--- config.mk ---
export PLATFORM = sky130hd
export DESIGN_NAME = pipe_ctrl
export DESIGN_NICKNAME = d
export VERILOG_FILES = /design/src/rtl/pipe_ctrl.sv
export SDC_FILE = /design/constraint.sdc
export NUM_CORES = 1
export LEC_CHECK = 0
export ABC_AREA = 1
export BUFFER_PORTS_ARGS = -buffer_cell sky130_fd_sc_hd__buf_2
export CORE_UTILIZATION = 50
export CTS_BUF_LIST = sky130_fd_sc_hd__clkbuf_8
export DETAILED_ROUTE_END_ITERATION = 12
export PLACE_DENSITY = 0.88
export SYNTH_ARGS = -nofsm -noshare
export SYNTH_HDL_FRONTEND = slang
export SYNTH_SLANG_ARGS = --single-unit
export TNS_END_PERCENT = 1
--- constraint.sdc ---
create_clock -name clk -period 1.74 [get_ports clk]
set_input_delay 0.087 -clock clk [delete_from_list [all_inputs] [get_ports clk]]
set_output_delay 0.087 -clock clk [all_outputs]
set_load 0.02 [all_outputs]
--- src/rtl/pipe_ctrl.sv ---
// Pipeline hazard/stall controller: load-use interlock, branch redirect flush,
// data-memory wait stalls and a HALT drain sequence, with a saturating stall counter.
module pipe_ctrl #(
  parameter int unsigned CNT_W = 16
) (
  input  logic             clk,
  input  logic             rst,
  input  logic [2:0]       id_rs,
  input  logic [2:0]       id_rt,
  input  logic             id_rs_valid,
  input  logic             id_rt_valid,
  input  logic             idex_memread,
  input  logic             idex_wen,
  input  logic [2:0]       idex_rd,
  input  logic             ex_btake,
  input  logic             ex_jump,
  input  logic             exmem_memreq,
  input  logic             exmem_halt,
  input  logic             mem_done,
  output logic             pc_en,
  output logic             ifid_en,
  output logic             idex_en,
  output logic             exmem_en,
  output logic             memwb_en,
  output logic             ifid_flush,
  output logic             idex_flush,
  output logic             exmem_flush,
  output logic             memwb_flush,
  output logic             halted,
  output logic [CNT_W-1:0] stall_cnt
);

  typedef enum logic [1:0] {StRun, StMemWait, StDrain, StHalted} state_e;

  state_e           state_q, state_d;
  logic             halted_q;
  logic [CNT_W-1:0] cnt_q;
  logic             luh, redir, mstall, fetch_state;

  assign luh = idex_memread & idex_wen &
               ((id_rs_valid & (id_rs == idex_rd)) | (id_rt_valid & (id_rt == idex_rd)));
  assign redir = ex_btake | ex_jump;
  // MEM_WAIT with mem_done is the release cycle and falls through to the RUN decisions.
  assign mstall = ((state_q == StRun) & exmem_memreq & ~mem_done) |
                  ((state_q == StMemWait) & ~mem_done);
  assign fetch_state = (state_q == StRun) | (state_q == StMemWait);

  always_comb begin
    state_d     = state_q;
    pc_en       = 1'b0;
    ifid_en     = 1'b0;
    idex_en     = 1'b0;
    exmem_en    = 1'b0;
    memwb_en    = 1'b0;
    ifid_flush  = 1'b0;
    idex_flush  = 1'b0;
    exmem_flush = 1'b0;
    memwb_flush = 1'b0;
    if (!rst) begin
      case (state_q)
        StRun, StMemWait: begin
          if (mstall) begin
            memwb_en    = 1'b1;
            memwb_flush = 1'b1;
            if (state_q == StRun && !exmem_halt) state_d = StMemWait;
          end else if (exmem_halt) begin
            exmem_en    = 1'b1;
            exmem_flush = 1'b1;
            memwb_en    = 1'b1;
            state_d     = StDrain;
          end else if (redir) begin
            pc_en      = 1'b1;
            ifid_en    = 1'b1;
            idex_en    = 1'b1;
            exmem_en   = 1'b1;
            memwb_en   = 1'b1;
            ifid_flush = 1'b1;
            idex_flush = 1'b1;
            state_d    = StRun;
          end else if (luh) begin
            idex_en    = 1'b1;
            idex_flush = 1'b1;
            exmem_en   = 1'b1;
            memwb_en   = 1'b1;
            state_d    = StRun;
          end else begin
            pc_en    = 1'b1;
            ifid_en  = 1'b1;
            idex_en  = 1'b1;
            exmem_en = 1'b1;
            memwb_en = 1'b1;
            state_d  = StRun;
          end
        end
        StDrain: begin
          // Let the HALT itself finish writeback, then stop.
          memwb_en = 1'b1;
          state_d  = StHalted;
        end
        default: state_d = StHalted;
      endcase
    end
  end

  always_ff @(posedge clk or posedge rst) begin
    if (rst) begin
      state_q  <= StRun;
      halted_q <= 1'b0;
      cnt_q    <= '0;
    end else begin
      state_q  <= state_d;
      halted_q <= (state_d == StHalted);
      if (fetch_state && !pc_en && (cnt_q != '1)) cnt_q <= cnt_q + CNT_W'(1);
    end
  end

  assign halted    = halted_q;
  assign stall_cnt = cnt_q;

endmodule
==> results.toml, run 1 <==
[outcome]
outcome = "finished, final reports clean"

[synthesis]
seq_area_frac_synth_pct = 32.6
synthMuxAreaShare_pct = 0
yosysWarnings = 0
yosysTopAreaCell = "dfrtp_1"
synth_top_family_by_area = "simple AND/OR/NAND/NOR gates"
synth.area.top_cells = "dfrtp_1 (33%), nand2_1 (18%), nand4_1 (7.3%)"
yosys.area_share.xor_xnor_pct = 7.82
synthArstFlopShare_pct = 100
ys_seq_elements = 19
synth_simple_gate_area_share_pct = 45.2
synthAdderAreaFrac_pct = 0.859
synthCells = 206
yosysUniqueCellTypes = 27
synth-edff-count = 0
syn_nets = 227
yosysTopAreaCellShare_pct = 32.6
synth_commonest_cells = "nand2_1 (71), inv_1 (23), nor2_1 (22)"
ys.flop_type = "dfrtp_1"
synth_compound_area_share_pct = 3.01
syn_area_um2 = 1460
syn_area_per_cell_um2 = 7.07
yosysMostFrequentCell = "nand2_1"

[finish]
area_delta_synth_final_pct = 27.8
layout-drive-gt1-share_pct = 30.6
final_cells = 296
fillers = 227
fin_area_um2 = 1860
nets = 287
antenna_cells_inserted = 0

[placed_design]
io_buffers = 45
placed_area_um2 = 1770
gp_congestion = 0.936
place_inst = 287
place_hpwl_mm = 2.48
post-place-ws_ps = 156

[power]
vdd_ir_drop_max_uv = 711
power.static_leakage_nw = 1.07
p_per_area_nw_per_um2 = 621

[critical_path]
critical_path_buf_inv_count = 3
crit_family = "simple AND/OR/NAND/NOR gates"
crit_path_frequent_cell = "inv_2"
critPathArrivalTime_ps = 1610
cp.required_ps = 1650
max_stage_delay_ps = 390
worst_setup_path_end_kind = "output pin"
crit_path_start_kind = "flip-flop"
worstPathCellList = "or2_1, nand2_2, nand3_4, nor2_8, inv_2, o21bai_4, inv_2, buf_4"
cp_slowest_cell = "dfrtp_1"
critPathMaxFanout = 4
critical_path_class = "reg2out"

[drt]
avgRoutedWirePerCell_um = 11.5
drc_errors = 0
dr.first_iter.drc_count = 56
via_per_inst = 5.00
drt_wl_total_mm = 3.40
dr.pass1.iters = 4
num_vias = 1481
final_antenna_net_count = 0

[floorplanning]
coreArea_um2 = 2760
start_util_pct = 52.8
dieArea_um2 = 3130
fp.dieH_um = 56.0
die_w_um = 56.0
pin_count = 46
row_count = 19

[timing]
tns_ps = 0
slew-limit-headroom_pct = 82.0
fin_crit_ps = 1700
rsz0062_at_grt = "yes"
period_share_pct = 97.7
whs_ps = 257
finalSetupViolCount = 0
max_clock_freq_mhz = 588
fin_skew_ps = 3.23
worst_pin_slew_ps = 270
finalHoldViolations = 0
layout_setup_ws_ps = 39.7
drv_slew = 0

[global_routing]
grt_pass1_wl_mm = 6.12
grt_start_max_net_pins = 21
grt_pass1_vias = 1415
track_usage_pct = 24.5
grt_overflow = 0
antenna_found_initial = 0

[clock_network]
cts_tree = "yes"
path_clk_slew_ps = 70
insertion_delay_ps = 260
root_buffer = "clkbuf_8"
clockBufferDepth = 2
cts_sinks = 19
cts_buffers = 3
h-tree-depth = 1

[hold_path]
worstHoldPathType = "in2reg"

[job]
drv_cap = 0
-- layout by cell type, fill, tap and decap left out, drive strengths merged --
master and n:
dfrtp 19, nor3 5, o21bai 1, nand4 19, a21oi 4, o21ai 1
ha 1, nand2 73, nand3 9, inv 30, nor2 24, or2 2
dlygate4sd3 1, xor2 10, buf 60, xnor2 3, clkbuf 3
-- area by class of cell --
| cell class | count | area [um^2] | area share [%] |
|---|---|---|---|
| clock buffers | 3 | 41.3 | 2.22 |
| multi-input cells | 152 | 828 | 44.5 |
| flip-flops and latches | 19 | 475 | 25.5 |
| clock inverters | 1 | 3.75 | 0.202 |
| repair buffers | 61 | 365 | 19.6 |
| well taps | 31 | 38.8 | 2.08 |
| inverters | 29 | 109 | 5.85 |
-- timing repair --
action	in CTS	in global routing
endpoints found under the setup margin	2	3
hold buffers	1	0
setup buffers	3	1
hold endpoints to repair	19	0
gates resized for setup	2	0
pin swaps	0	1
-- power by group --
part | internal [mW] | total (mW) | switching (mW)
combinational | 0.148 | 0.343 | 0.195
sequential | 0.480 | 0.514 | 0.0336
clock | 0.157 | 0.299 | 0.142
total | 0.785 | 1.16 | 0.371
-- worst reg2reg max path, cell delays in order, from the launching register on --
cell	delay [ps]
dfrtp_1	390
or2_1	240
nand2_2	100
nand3_4	100
nor2_8	110
inv_2	40
o21bai_4	190
buf_4	180
nand4_1	80
nand2_1	50
-- cell families (layout without fill, tap and decap cells) --
family,Yosys count,in the layout
AO/OA/AOI/OAI,6,6
buffers and inverters,35,94
XOR/XNOR,13,13
AND/OR/NAND/NOR,132,132
adder cells (fa/ha/maj),1,1
flip-flops,19,19
-- through the flow --
stage	power [mW]	util, %
after floorplan	0.716	-
after global placement	0.855	64.2
after detailed placement	0.862	64.2
after CTS	1.17	67.2
after global routing	1.24	67.5
final	1.16	67.5
-- flip-flops by register name, summed over array words and instances, names as in the netlist --
register   count
halted         1
stall_cnt     16
state_q        2
-- worst paths after layout --
path,end,cells past startpoint,slack [ps],from
max in group asynchronous,stall_cnt[3]$_DFFE_PP0P_,4,1060,rst
min in group asynchronous,state_q[0]$_DFF_PP0_,4,470,rst
setup / recovery,ifid_en,8,40,state_q[0]$_DFF_PP0_
hold reg to reg,stall_cnt[15]$_DFFE_PP0P_,2,530,stall_cnt[15]$_DFFE_PP0P_
hold / removal,state_q[1]$_DFF_PP0_,5,260,mem_done
setup reg to reg,stall_cnt[8]$_DFFE_PP0P_,9,160,state_q[0]$_DFF_PP0_
-- metal layers --
metal	track usage, %	up-vias	share of wire [%]
li1	-	772	-
met1	31.0	653	43
met2	41.2	54	51
met3	6.05	2	5.3
met4	7.32	0	0.41
met5	0	-	0
Note: power is estimated with default switching activity, not from simulation.
==> run 2, diff against run 1 <==
Settings changed: CORE_UTILIZATION 50 to 53, PLACE_DENSITY 0.88 to 0.92.
==> run 2 against run 1 <==
  * Final area down 0.47%
  * Wire length grew 2.7%
  * Sequential power grew 5.8%
  * Final cell count is 1.0% lower
  * Non-clock buffer count shrank 2
  * Global-route usage grew 3.4 points
  * Combinational power down 20%
  * Critical path type unchanged
  * Register-to-register slack worse by 60 ps
  * Clock power increased by 3%
  * Sequential cell count unchanged
  * Sequential share of layout area grew 0.12 points
==> results.toml, run 2 (synthesis results as in run 1) <==
[outcome]
outcome = "finished, final reports clean"

[finish]
final_cell_mix = "nand2_1 (71), buf_2 (43), inv_1 (24)"
nets = 285
layout-drive-gt1-share_pct = 30.0
largest_reg_flops = 16
layout_commonest_cell = "nand2_1"
antenna_cells_inserted = 0
area_delta_synth_final_pct = 27.2

[drt]
avgRoutedWirePerCell_um = 11.9
drt_wl_total_mm = 3.49
dr.first_iter.drc_count = 35
num_vias = 1502
via_per_inst = 5.13
final_antenna_net_count = 0
dr.pass1.iters = 4
drc_errors = 0

[power]
pwr-share-comb_pct = 24.4
share_seq_of_total_power_pct = 48.3
vdd_ir_drop_max_uv = 956
p_sw_mw = 0.382
power.static_leakage_nw = 1.06
p_per_area_nw_per_um2 = 608
netSwitchingFraction_pct = 33.9
p_clk_share_pct = 27.3
p_int_mw = 0.744

[global_routing]
grt_overflow = 0
grt_pass1_wl_mm = 5.82
grt_start_max_net_pins = 21
antenna_found_initial = 0
grt_pass1_vias = 1409
track_usage_pct = 27.9

[placed_design]
post-place-ws_ps = 144
place_hpwl_mm = 2.45
io_buffers = 45
gp_congestion = 0.954

[critical_path]
cp_slowest_cell = "dfrtp_1"
crit_family = "simple AND/OR/NAND/NOR gates"
critPathArrivalTime_ps = 1640
cp.required_ps = 1650
worst_setup_path_end_kind = "output pin"
critical_path_buf_inv_count = 3
critical_path_class = "reg2out"
crit_path_frequent_cell = "inv_2"
max_stage_delay_ps = 390
crit_path_start_kind = "flip-flop"
critPathMaxFanout = 4
worstPathCellList = "or2_1, nand2_2, nand3_4, nor2_8, inv_2, o21bai_4, inv_2, buf_6"

[timing]
slew-limit-headroom_pct = 82.3
finalHoldViolations = 0
drv_slew = 0
layout_setup_ws_ps = 12.3
whs_ps = 264
fin_skew_ps = 1.88
max_clock_freq_mhz = 579
fin_crit_ps = 1730
finalSetupViolCount = 0
rsz0062_at_grt = "yes"
period_share_pct = 99.3
worst_pin_slew_ps = 265

[clock_network]
cts_buffers = 3
clockBufferDepth = 2
path_clk_slew_ps = 70
root_buffer = "clkbuf_8"
cts_sinks = 19
insertion_delay_ps = 260
cts_tree = "yes"
h-tree-depth = 1

[floorplanning]
start_util_pct = 57.2
row_count = 18
die_w_um = 54.4
pin_count = 46
dieArea_um2 = 2960
fp.dieH_um = 54.4
coreArea_um2 = 2540

[hold_path]
worstHoldPathType = "in2reg"

[job]
drv_cap = 0
==> run 2: cell count changes in the layout (fill, tap and decap cells not counted), sizes merged <==
cell and delta:
buf -2
==> run 2: final cells by class <==
class / count / area (um^2)
fillers: 213 / 692
clock buffers: 3 / 41.3
multi-input cells: 152 / 828
clock inverters: 1 / 3.75
flip-flops and latches: 19 / 475
well taps: 30 / 37.5
repair buffers: 59 / 358
inverters: 29 / 109
==> run 2: routing by layer <==
layer | share of wire [%] | vias up | GRT usage [%]
li1 | - | 770 | -
met5 | 0 | - | 0
met3 | 5.6 | 6 | 6.67
met2 | 50 | 41 | 48.6
met1 | 43 | 685 | 32.8
met4 | 1.7 | 0 | 10.7
==> run 2: what timing repair did <==
item,4_1_cts,5_1_grt
hold buffers,1,0
pin swaps,0,2
resized for setup,2,2
buffers inserted,3,2
setup endpoints to repair,2,4
endpoints found under the hold margin,19,0
==> run 2: worst paths after layout <==
| kind | startpoint | end | slack (ps) | depth (start not counted) |
|---|---|---|---|---|
| worst min-delay path | mem_done | state_q[1]$_DFF_PP0_ | 260 | 5 |
| max in group asynchronous | rst | stall_cnt[11]$_DFFE_PP0P_ | 1070 | 4 |
| worst max register to register | state_q[0]$_DFF_PP0_ | stall_cnt[10]$_DFFE_PP0P_ | 100 | 9 |
| worst min register to register | stall_cnt[8]$_DFFE_PP0P_ | stall_cnt[8]$_DFFE_PP0P_ | 530 | 2 |
| worst max-delay path | state_q[0]$_DFF_PP0_ | ifid_en | 10 | 8 |
| min in group asynchronous | rst | state_q[0]$_DFF_PP0_ | 460 | 4 |
==> run 2: power by group through the flow <==
| stage | registers (mW) | clock network [mW] | logic (mW) |
|---|---|---|---|
| 6_report | 0.544 | 0.308 | 0.275 |
| 5_1_grt | 0.548 | 0.325 | 0.310 |
| 4_1_cts | 0.541 | 0.315 | 0.275 |
| 3_5_place_dp | 0.548 | 0 | 0.268 |
| 3_3_place_gp | 0.546 | 0 | 0.261 |
| 2_1_floorplan | 0.574 | 0 | 0.142 |
==> run 2: worst min-delay path, stage by stage <==
cell and delay (ps):
buf_2 70, nor2_1 50, a21oi_1 140, a21oi_1 80
inv_1 60
==> run 2: metrics by stage <==
step,cell area [um^2],setup TNS [ps],cells,util (%),power (mW)
after detailed placement,1750,0,283,68.7,0.816
after global placement,1750,0,283,68.7,0.807
final,1850,0,293,72.8,1.13
after global routing,1850,-110,293,72.8,1.18
after floorplan,1460,0,206,-,0.716
after CTS,1830,0,291,71.9,1.13
